<file path="src/rtl/joypad_ctrl_pkg.sv">
`default_nettype none
// ============================================================================
// Module      : joypad_ctrl_pkg
// Description : Shared GameBoy constants. Holds the P1/JOYP register address,
//               the button-index enum that fixes the bit order of the
//               internal button vectors, and the helper that forms the P1
//               low nibble from the select bits and the debounced levels.
// Ports       : none (package)
// Revision    : 1.0 - initial release
// ============================================================================
package joypad_ctrl_pkg;

  // P1 / JOYP register address on the CPU bus.
  localparam logic [15:0] c_P1_ADDR = 16'hFF00;

  localparam int c_NUM_BTNS = 8;

  // Bit positions of each button inside the 8-bit button vectors.
  // Action keys occupy [3:0] in P1 read order {start, select, b, a}.
  // Direction keys occupy [7:4] in P1 read order {down, up, left, right}.
  typedef enum logic [2:0] {
    BTN_A      = 3'd0,
    BTN_B      = 3'd1,
    BTN_SELECT = 3'd2,
    BTN_START  = 3'd3,
    BTN_RIGHT  = 3'd4,
    BTN_LEFT   = 3'd5,
    BTN_UP     = 3'd6,
    BTN_DOWN   = 3'd7
  } btn_idx_e;

  // P1 low nibble: a selected group (select bit low) contributes its
  // active-low levels; unselected groups read as all ones, so the groups
  // combine with a bitwise AND.
  function automatic logic [3:0] p1_nibble(
    input logic [1:0] sel,
    input logic [7:0] stable_n
  );
    logic [3:0] nib;
    nib = 4'hF;
    if (!sel[1]) begin
      nib = nib & stable_n[3:0];
    end
    if (!sel[0]) begin
      nib = nib & stable_n[7:4];
    end
    return nib;
  endfunction

endpackage : joypad_ctrl_pkg
`default_nettype wire

</file>
<file path="src/rtl/joypad_debounce.sv">
`default_nettype none
// ============================================================================
// Module      : joypad_debounce
// Description : One button's input conditioning: 2-flop synchronizer
//               followed (when JOYPAD_DEBOUNCE_EN is defined) by a
//               consecutive-cycle debounce filter. Without the macro the
//               synchronized level is passed straight through.
// Parameters  : DEBOUNCE_CYCLES - cycles a new level must persist (1..32767)
// Ports       : cpu_clk    in  clock
//               rst        in  async active-high reset
//               i_raw_n    in  raw active-low button level (asynchronous)
//               o_stable_n out accepted active-low level
// Config      : JOYPAD_DEBOUNCE_EN - enables the debounce filter
// Revision    : 1.0 - initial release
// ============================================================================
module joypad_debounce #(
  parameter int DEBOUNCE_CYCLES = 20000
) (
  input  logic cpu_clk,
  input  logic rst,
  input  logic i_raw_n,
  output logic o_stable_n
);

  generate
    if (DEBOUNCE_CYCLES < 1 || DEBOUNCE_CYCLES > 32767) begin : g_bad_param
      $error("joypad_debounce: DEBOUNCE_CYCLES out of range 1..32767");
    end
  endgenerate

  logic r_sync1;
  logic r_sync2;

  // Released (1) is the reset level so nothing looks pressed out of reset.
  always_ff @(posedge cpu_clk or posedge rst) begin
    if (rst) begin
      r_sync1 <= 1'b1;
      r_sync2 <= 1'b1;
    end else begin
      r_sync1 <= i_raw_n;
      r_sync2 <= r_sync1;
    end
  end

`ifdef JOYPAD_DEBOUNCE_EN
  localparam int c_CNT_W = $clog2(DEBOUNCE_CYCLES + 1);
  localparam logic [c_CNT_W-1:0] c_CNT_LAST = c_CNT_W'(DEBOUNCE_CYCLES - 1);

  logic [c_CNT_W-1:0] r_cnt;
  logic               r_stable;

  // The counter tracks how many consecutive cycles the synchronized level
  // has disagreed with the accepted level. Acceptance happens on the edge
  // that would complete the DEBOUNCE_CYCLES-th disagreeing cycle, and the
  // counter returns to 0 there, so it never wraps.
  always_ff @(posedge cpu_clk or posedge rst) begin
    if (rst) begin
      r_cnt    <= '0;
      r_stable <= 1'b1;
    end else if (r_sync2 == r_stable) begin
      r_cnt    <= '0;
    end else if (r_cnt == c_CNT_LAST) begin
      r_stable <= r_sync2;
      r_cnt    <= '0;
    end else begin
      r_cnt    <= r_cnt + 1'b1;
    end
  end

  assign o_stable_n = r_stable;
`else
  assign o_stable_n = r_sync2;
`endif

endmodule : joypad_debounce
`default_nettype wire

</file>
<file path="src/rtl/joypad_ctrl.sv">
`default_nettype none
// ============================================================================
// Module      : joypad_ctrl
// Description : GameBoy P1/JOYP joypad register. Conditions eight raw
//               active-low buttons, holds the two P1 select bits written
//               by the CPU, presents {2'b11, sel, nibble} at 16'hFF00 and
//               pulses joypad_irq once for any high-to-low nibble change.
// Parameters  : DEBOUNCE_CYCLES - debounce length in cpu_clk cycles
// Ports       : cpu_clk          in   clock (4.19 MHz)
//               rst              in   async active-high reset
//               joypad_<button>  in   raw active-low button levels
//               addr[15:0]       in   CPU address
//               data_in[7:0]     in   CPU write data (bits 5:4 used)
//               we               in   CPU write strobe
//               data_out[7:0]    out  P1 read data, 0 off-address
//               joypad_irq       out  one-cycle interrupt request
// Config      : JOYPAD_DEBOUNCE_EN - enables per-button debounce filter
// Revision    : 1.0 - initial release
// ============================================================================
module joypad_ctrl #(
  parameter int DEBOUNCE_CYCLES = 20000
) (
  input  logic        cpu_clk,
  input  logic        rst,
  input  logic        joypad_up,
  input  logic        joypad_down,
  input  logic        joypad_left,
  input  logic        joypad_right,
  input  logic        joypad_a,
  input  logic        joypad_b,
  input  logic        joypad_start,
  input  logic        joypad_select,
  input  logic [15:0] addr,
  input  logic [7:0]  data_in,
  input  logic        we,
  output logic [7:0]  data_out,
  output logic        joypad_irq
);

  import joypad_ctrl_pkg::*;

  logic [c_NUM_BTNS-1:0] w_raw_n;
  logic [c_NUM_BTNS-1:0] w_stable_n;
  logic [3:0]            w_nibble;
  logic                  w_p1_sel;
  logic                  w_fall;
  logic                  w_unused_din;

  logic [1:0]            r_sel;
  logic [3:0]            r_nibble_q;
  logic                  r_irq;

  // Pack the buttons in enum order so the P1 groups are plain slices.
  always_comb begin
    w_raw_n             = '1;
    w_raw_n[BTN_A]      = joypad_a;
    w_raw_n[BTN_B]      = joypad_b;
    w_raw_n[BTN_SELECT] = joypad_select;
    w_raw_n[BTN_START]  = joypad_start;
    w_raw_n[BTN_RIGHT]  = joypad_right;
    w_raw_n[BTN_LEFT]   = joypad_left;
    w_raw_n[BTN_UP]     = joypad_up;
    w_raw_n[BTN_DOWN]   = joypad_down;
  end

  generate
    for (genvar gi = 0; gi < c_NUM_BTNS; gi++) begin : g_btn
      joypad_debounce #(
        .DEBOUNCE_CYCLES (DEBOUNCE_CYCLES)
      ) u_debounce (
        .cpu_clk    (cpu_clk),
        .rst        (rst),
        .i_raw_n    (w_raw_n[gi]),
        .o_stable_n (w_stable_n[gi])
      );
    end
  endgenerate

  assign w_p1_sel = (addr == c_P1_ADDR);

  // Only the select bits of a P1 write are writable.
  assign w_unused_din = &{data_in[7:6], data_in[3:0]};

  always_ff @(posedge cpu_clk or posedge rst) begin
    if (rst) begin
      r_sel <= 2'b11;
    end else if (we && w_p1_sel) begin
      r_sel <= data_in[5:4];
    end
  end

  assign w_nibble = p1_nibble(r_sel, w_stable_n);

  assign data_out = w_p1_sel ? {2'b11, r_sel, w_nibble} : 8'h00;

  // A falling edge is any bit that was 1 in the held nibble and is 0 in the
  // value being captured. Select writes that expose a held button show up
  // here the same way as a fresh press.
  assign w_fall = |(r_nibble_q & ~w_nibble);

  // r_irq rises on the same edge that nibble_q takes the new value, so the
  // pulse occupies the cycle right after the capture.
  always_ff @(posedge cpu_clk or posedge rst) begin
    if (rst) begin
      r_nibble_q <= 4'hF;
      r_irq      <= 1'b0;
    end else begin
      r_nibble_q <= w_nibble;
      r_irq      <= w_fall;
    end
  end

  assign joypad_irq = r_irq;

endmodule : joypad_ctrl
`default_nettype wire

</file>
<file path="config.mk">
export PLATFORM = sky130hd
export DESIGN_NAME = joypad_ctrl
export DESIGN_NICKNAME = d
export VERILOG_FILES = /design/src/rtl/joypad_ctrl_pkg.sv /design/src/rtl/joypad_debounce.sv /design/src/rtl/joypad_ctrl.sv
export SDC_FILE = /design/constraint.sdc
export NUM_CORES = 1
export LEC_CHECK = 0
export ABC_CLOCK_PERIOD_IN_PS = 2300
export BUFFER_PORTS_ARGS = -buffer_cell sky130_fd_sc_hd__buf_2
export CAP_MARGIN = 20
export CORE_MARGIN = 2
export CORE_UTILIZATION = 45
export DETAILED_ROUTE_END_ITERATION = 10
export HOLD_SLACK_MARGIN = 0.1
export PLACE_DENSITY = 0.81
export SYNTH_ARGS = -nofsm -noshare
export SYNTH_HDL_FRONTEND = slang
export SYNTH_SLANG_ARGS = --single-unit
</file>
<file path="constraint.sdc">
create_clock -name cpu_clk -period 2.3 [get_ports cpu_clk]
set_input_delay 0.345 -clock cpu_clk [delete_from_list [all_inputs] [get_ports cpu_clk]]
set_output_delay 0.345 -clock cpu_clk [all_outputs]
set_load 0.05 [all_outputs]
</file>
# After elaboration in Yosys (flattened, before gate mapping)
# Index checks and enable logic that the tools add are counted.
# word_totals
register_bits	23
out_inout_bits	9
wordCells	28
# classes
eq_ne	1
n_mux	3
bitwise_logic	3
reduce_logical	2
# op_table
operator	count
$eq 16x16->1 const B	1
$and 4x4->4	2
$mux 4	2
$mux 8	1
$not 4->4	1
$reduce_or 4->1	1
$logic_and 1x1->1	1

# Logic depth before layout (Yosys ltp)
# Gate-level depths: netlist of run 1.
# logic_depth
ltp_word	6
depth_mapped	5
depth_no_buf	5

# By module
# From an unflattened synthesis of run 1, not the netlist that was laid out.
# hier_totals
cells_unflattened	61
area_unflattened_um2	845.8
# modules_own_cells
mod	instances	cells_each	area_per_inst_um2
joypad_debounce	8	3	56.3
joypad_ctrl	1	37	395.4

# Worst setup path after synthesis of run 1
# OpenSTA, ideal clock, no wires.
# synth_path
kind	input-to-output
from	input addr[3]
to	output data_out[0]
arrival_ns	1.501
t_required_ns	1.955
setup_slack_ns	0.454
cell_stages	3
cell_sequence	nor4b_2 -> nand4_2 -> nor2_1
# synth_via
elab_chain_cells	2
# synth_rtl
element	line_no	rtl
start, declared	joypad_ctrl.sv:33	input logic [15:0] addr,
$eq 16x16->1	joypad_ctrl.sv:79	assign w_p1_sel = (addr == c_P1_ADDR);
$mux 8	joypad_ctrl.sv:94	assign data_out = w_p1_sel ? {2'b11, r_sel, w_nibble} : 8'h00;
end, declared	joypad_ctrl.sv:36	output logic [7:0] data_out,
# No other way between the ends.

# Final worst setup path of run 1
# layout_path
from	input addr[3]
to	output data_out[5]
# Same word-level chain as after synthesis.

==> impl_results.md, run 1 <==
- Max IR drop VDD: 0.453 mV
- First-pass GRT wire length: 1980 um
- Postcts setup bufs: 0
- Largest net degree at the start of global routing: 24
- PwrDens: 636 nW/um^2
- Maximum clock path buffer count: 2
- Global routing's busiest layer: met2
- Total gr overflow: 0
- Num rows: 15
- Post-synth top area share: 0.703
- Seq cells post-synth: 23
- Seq pwr share: 0.666
- Met1 Use GR: 0.126
- Comb power frac: 0.082
- Req. time, crit path: 1.96 ns
- Async SR Flop Fraction: 1.00
- Worst Skew: 0.00443 ns
- P_int: 531 uW
- Post-synth top area cell: dfstp_2
- Outcome: finished clean
- Synth Instances: 52
- Hold Crit Class: in2reg
- CP max-delay cell: nor4b_2
- DRC viols: 0
- Avg Synthesized Cell Area: 15.8 um^2
- Most frequent cell after synthesis: dfstp_2
- Switch Pwr: 137 uW
- Share of cells above drive strength 1: 0.780
- Top cells by area, synth: dfstp_2 70%, mux2_4 3.7%, dfrtp_1 3.0%
- Crit path kind: in2out
- CTS tree: yes
- Final Util: 0.608
- CP Launch Type: primary input
- Crit path time final: 1.82 ns
- Static leakage: 0.000535 uW
- Port buffer count: 37
- CP cell instances: buf_2 > nor4b_2 > nand4_2 > inv_2 > and2_2 > buf_2
- Placed insts: 112
- Crit path largest cell delay: 0.31 ns
- ANT cells: 0
- Crit end category: output pin
- Fin cells: 116
- Net Sw Frac: 0.205
- M3 GR Usage: 0.0231
- Detailed-router iteration count before antenna repair: 2
- Final Hold Vio Count: 0
- CP dominant cell by count: buf_2
- CTS resizes: 0
- Largest delay share family, worst path: simple AND/OR/NAND/NOR gates
- Vias per cell: 4.74
- Final nets: 127
- Die ar.: 2180 um^2
- Clk network pwr share: 0.252
- Period Utilization, post-route: 0.793
- RSZ-0062 raised after global routing: false
- DR iter-0 viols: 1
- H-Tree Depth: 1
- Critical path buffer and inverter count: 3
- FMAX: 0.548 GHz
- Worst slew pin tran: 0.804 ns
- Post-DP HPWL: 1140 um
- Final setup viols: 0
- Most frequent cells after synthesis: 22 x dfstp_2, 5 x inv_1, 4 x nor2_1, 4 x o22ai_1
- Fill count: 155
- Mapped Area: 822 um^2
- Die Y: 46.7 um
- Fin area: 1050 um^2
- Syn. warnings: 0
- Total track usage: 0.135
- Met2 Use GR: 0.283
- Sequential area share after synthesis: 0.734
- # IOs: 44
- Synth unique cells: 16
- Critical Path Fanout Max: 5
- Num Clock Sinks: 23
- Via Count: 550
- Initial antenna violation count: 0
- Post-DP Area: 1020 um^2
- Primary FF master, synth: dfstp_2
- Syn_nets: 87
- # hold bufs at CTS: 0
- Placer Congestion: 0.651
- Clock root buffer: clkbuf_4
- Final hold slack: 0.136 ns
- Starting density of the core: 0.476
- Area grow syn2layout: 27.7%
- Post-DRT Antenna Nets: 0
- Number of flops mapped to enable cells by yosys: 0
- CTS buffer count: 3
- Critical Path AT: 1.48 ns
- Worst-skew pair later-pin latency: 0.29 ns
- Max-slew headroom: 0.464
- Total wire length: 1410 um
- Max cap viols: 0
- Final Max Slew Viols: 0
- Vias in the first global route: 539
- Setup TNS: 0 ns
- WL per Instance: 12.2 um
- Core area: 1730 um^2
- DIE WIDTH: 46.7 um
- Clk pin slew, worst setup/hold paths: 0.11 ns
==> cell type report <==
class | count | area, um^2 | area share
Sequential cell | 23 | 603 | 0.574
Tap cell | 25 | 31.3 | 0.0298
Inverter | 6 | 22.5 | 0.0215
Timing Repair Buffer | 37 | 185 | 0.176
Clock buffer | 4 | 26.3 | 0.0250
Multi-Input combinational cell | 21 | 181 | 0.173
==> cell families after synthesis <==
| family | count (synthesis) | share of synthesized area |
|---|---|---|
| compound gates | 6 | 0.0487 |
| buf+inv | 8 | 0.0457 |
| flops | 23 | 0.734 |
| mux | 2 | 0.0365 |
| simple gates | 13 | 0.135 |
==> placed cells by master, fill, tap and decap left out <==
cell,instances
buf_2,37
dfstp_2,22
inv_1,5
o22ai_1,4
nor2_1,4
clkbuf_4,3
and4b_1,2
mux2_4,2
and2_2,2
a22oi_1,2
nor4b_4,1
nor4b_2,1
nand4_2,1
inv_2,1
nand2_2,1
nand2_1,1
clkbuf_1,1
dfrtp_1,1
==> flip-flops by register name, indices dropped and copies added (netlist names) <==
| register | count |
|---|---|
| g_btn.u_debounce.o_stable_n | 8 |
| g_btn.u_debounce.r_sync1 | 8 |
| r_sel | 2 |
| r_nibble_q | 4 |
| joypad_irq | 1 |
==> through the flow <==
stage | total power [uW] | setup slack, ns
floorplan | 473 | 0.454
global placement | 501 | 0.478
detailed placement | 507 | 0.467
CTS | 681 | 0.460
global route | 703 | 0.381
finish | 667 | 0.476
==> metal layers <==
metal  routed length [um]  vias to the layer above
met4                    4                        0
met2                  757                       34
li1                     -                      253
met5                    0                        -
met3                  136                        2
met1                  515                      261
==> worst paths after layout <==
| check | slack (ns) | to | startpoint | depth (start not counted) |
|---|---|---|---|---|
| worst min register to register | 0.36 | g_btn[5].u_debounce.o_stable_n | g_btn[5].u_debounce.r_sync1 | 0 |
| worst max-delay path | 0.48 | data_out[5] | addr[3] | 6 |
| worst max register to register | 1.15 | joypad_irq | r_sel[1] | 3 |
| max in group asynchronous | 1.61 | joypad_irq | rst | 2 |
| min in group asynchronous | 0.20 | joypad_irq | rst | 2 |
| worst min-delay path | 0.14 | g_btn[4].u_debounce.r_sync1 | joypad_right | 1 |
==> power groups by stage <==
stage / Sequential [uW] / Combinational (uW) / Clock, uW
after floorplan: 455 / 17.2 / 0
after global placement: 449 / 52.6 / 0
after detailed placement: 451 / 56.2 / 0
after CTS: 445 / 56.2 / 180
after global routing: 446 / 59.8 / 197
final: 444 / 54.9 / 168
Power figures use the tool's default switching activity.
==> run 2, diff against run 1 <==
--- a/config.mk
+++ b/config.mk
@@ -5,14 +5,14 @@
 export SDC_FILE = /design/constraint.sdc
 export NUM_CORES = 1
 export LEC_CHECK = 0
-export ABC_CLOCK_PERIOD_IN_PS = 2300
+export ABC_CLOCK_PERIOD_IN_PS = 1800
 export BUFFER_PORTS_ARGS = -buffer_cell sky130_fd_sc_hd__buf_2
 export CAP_MARGIN = 20
 export CORE_MARGIN = 2
-export CORE_UTILIZATION = 45
+export CORE_UTILIZATION = 42
 export DETAILED_ROUTE_END_ITERATION = 10
 export HOLD_SLACK_MARGIN = 0.1
-export PLACE_DENSITY = 0.81
+export PLACE_DENSITY = 0.77
 export SYNTH_ARGS = -nofsm -noshare
 export SYNTH_HDL_FRONTEND = slang
 export SYNTH_SLANG_ARGS = --single-unit
==> constraint.sdc (replaced) <==
create_clock -name cpu_clk -period 1.8 [get_ports cpu_clk]
set_input_delay 0.27 -clock cpu_clk [delete_from_list [all_inputs] [get_ports cpu_clk]]
set_output_delay 0.27 -clock cpu_clk [all_outputs]
set_load 0.05 [all_outputs]
==> run 2 against run 1 <==
Against the previous run:
- non-clock buffer count increased by 8
- clock skew grew 0.0062 ns
- largest power group unchanged
- hold slack lost 0.037 ns
- combinational power increased by 52%
- sequential power up 27%
- register-to-register slack got worse by 0.47 ns
==> impl_results.md, run 2 (synthesis results as in run 1) <==
- DR iter-0 viols: 6 (+5)
- RSZ-0062 raised after global routing: false
- Vias per cell: 4.46 (-5.9%)
- Largest net degree at the start of global routing: 24 (unchanged)
- Fill count: 148 (-4.5%)
- Footprint of the multi-input gates: 181 um^2 (unchanged)
- Share of cells above drive strength 1: 0.727 (-0.0529)
- Static leakage: 0.000571 uW (+6.8%)
- Worst slew pin tran: 0.800 ns (-0.00308 ns)
- Placer Congestion: 0.653 (+0.38%)
- Worst-skew pair later-pin latency: 0.30 ns (about the same)
- FMAX: 0.600 GHz
- Post-DP Area: 1030 um^2 (+0.24%)
- # IOs: 44 (unchanged)
- Post-DP HPWL: 1050 um (-7.6%)
- Critical Path AT: 1.40 ns (-0.08 ns)
- ANT cells: 0 (unchanged)
- H-Tree Depth: 1 (unchanged)
- Vias in the first global route: 541 (+0.37%)
- Crit path kind: reg2out
- Total wire length: 1420 um (+0.78%)
- DRC viols: 0 (unchanged)
- Hold Crit Class: in2async
- DIE WIDTH: 48.2 um (+3.2%)
- Total gr overflow: 0 (unchanged)
- Reg2reg setup slack: 0.68 ns (-0.47 ns)
- Req. time, crit path: 1.53 ns (-0.43 ns)
- CTS buffer count: 3 (unchanged)
- Commonest non-fill, non-tap cell in the layout: buf_2
- Final setup viols: 0 (unchanged)
- Clock root buffer: clkbuf_4
- Final Max Slew Viols: 0 (unchanged)
- Final nets: 135 (+6.3%)
- Fin area: 1130 um^2 (+8.0%)
- Starting density of the core: 0.432 (-0.0439)
- Crit path time final: 1.67 ns
- Outcome: finished clean
- Setup TNS: 0 ns (unchanged)
- Total power: 874 uW (+31%)
- Maximum clock path buffer count: 2 (unchanged)
- Leading cell types in the layout, fill and taps excluded: 37 x buf_2, 22 x dfstp_2, 8 x dlygate4sd3_1, 5 x inv_1
- Area grow syn2layout: 37.9%
- Critical Path Fanout Max: 6 (+1)
- Period Utilization, post-route: 0.926
- Max cap viols: 0 (unchanged)
- PwrDens: 771 nW/um^2 (+21%)
- Num rows: 16 (+1)
- Post-DRT Antenna Nets: 0 (unchanged)
- CTS resizes: 0 (unchanged)
- Port buffer count: 37 (unchanged)
- Clk pin slew, worst setup/hold paths: 0.12 ns (about the same)
- Crit end category: output pin
- Via Count: 562 (+2.2%)
- Initial antenna violation count: 0 (unchanged)
- RR Startpoint: r_sel[1]
- Max IR drop VDD: 0.586 mV (+29%)
- Final Hold Vio Count: 0 (unchanged)
- Worst Reg-to-Reg Cells: 3 (unchanged)
- CTS tree: yes
- Core area: 1900 um^2 (+10%)
- Max-slew headroom: 0.466 (+0.00205)
- WL per Instance: 11.3 um (-7.2%)
- Die Y: 48.2 um (+3.2%)
- Detailed-router iteration count before antenna repair: 4 (+2)
- Worst Skew: 0.0106 ns (+0.00619 ns)
- Register area: 603 um^2 (unchanged)
- Die ar.: 2330 um^2 (+6.5%)
- CP Launch Type: flop
- Num Clock Sinks: 23 (unchanged)
- R2R Path End: joypad_irq
- Total track usage: 0.131 (-0.00397)
- First-pass GRT wire length: 1970 um (-0.35%)
[run 2: changes by cell type in the layout (fill, tap and decap cells not counted)]
cell	delta
clkinv_2	+1
clkbuf_1	-1
dlygate4sd3_1	+8
[run 2: layout make-up]
| class | instances | area share |
|---|---|---|
| clock buffer | 3 | 0.0199 |
| tap | 27 | 0.0298 |
| sequential | 23 | 0.532 |
| multi-input combinational | 21 | 0.160 |
| inverter | 6 | 0.0199 |
| timing repair buffer | 45 | 0.234 |
| clock inverter | 1 | 0.00442 |
[run 2: how the worst max path moves through the flow]
stage	start	end	slack, ns
final	r_sel[1]	data_out[1]	0.13
after global placement	addr[3]	data_out[5]	0.15
after CTS	r_sel[1]	data_out[1]	0.11
after detailed placement	addr[3]	data_out[4]	0.11
after floorplan	addr[3]	data_out[0]	0.10
after global routing	r_sel[1]	data_out[3]	0.03
[run 2: worst max-delay path: stages, from the launching register on]
cell and delay [ns]:
dfstp_2 0.59, o22ai_1 0.14, nor2_1 0.10, buf_2 0.27
[run 2: where the power goes]
group	internal (uW)	switching, uW
logic	43.3	40.4
registers	560	6.58
clock network	82.7	141
[run 2: metal layers]
layer,part of all wire,GRT usage
met5,0,0
met3,0.10,0.0370
met4,0.0035,0.0649
met1,0.38,0.116
met2,0.51,0.261
[run 2: repair_timing]
action                                  4_1_cts  5_1_grt
endpoints found under the setup margin        0        0
hold buffers                                  8        0
hold endpoints to repair                      8        0
setup buffers                                 0        0
[run 2: stage by stage]
| step | hold WS, ns | util | setup WS, ns | instances |
|---|---|---|---|---|
| finish | 0.0984 | 0.596 | 0.132 | 126 |
| global route | 0.158 | 0.596 | 0.0293 | 126 |
| CTS | 0.108 | 0.596 | 0.108 | 126 |
| detailed placement | 0.347 | 0.539 | 0.113 | 114 |
| global placement | 0.346 | 0.539 | 0.153 | 114 |
| floorplan | 0.256 | - | 0.104 | 52 |
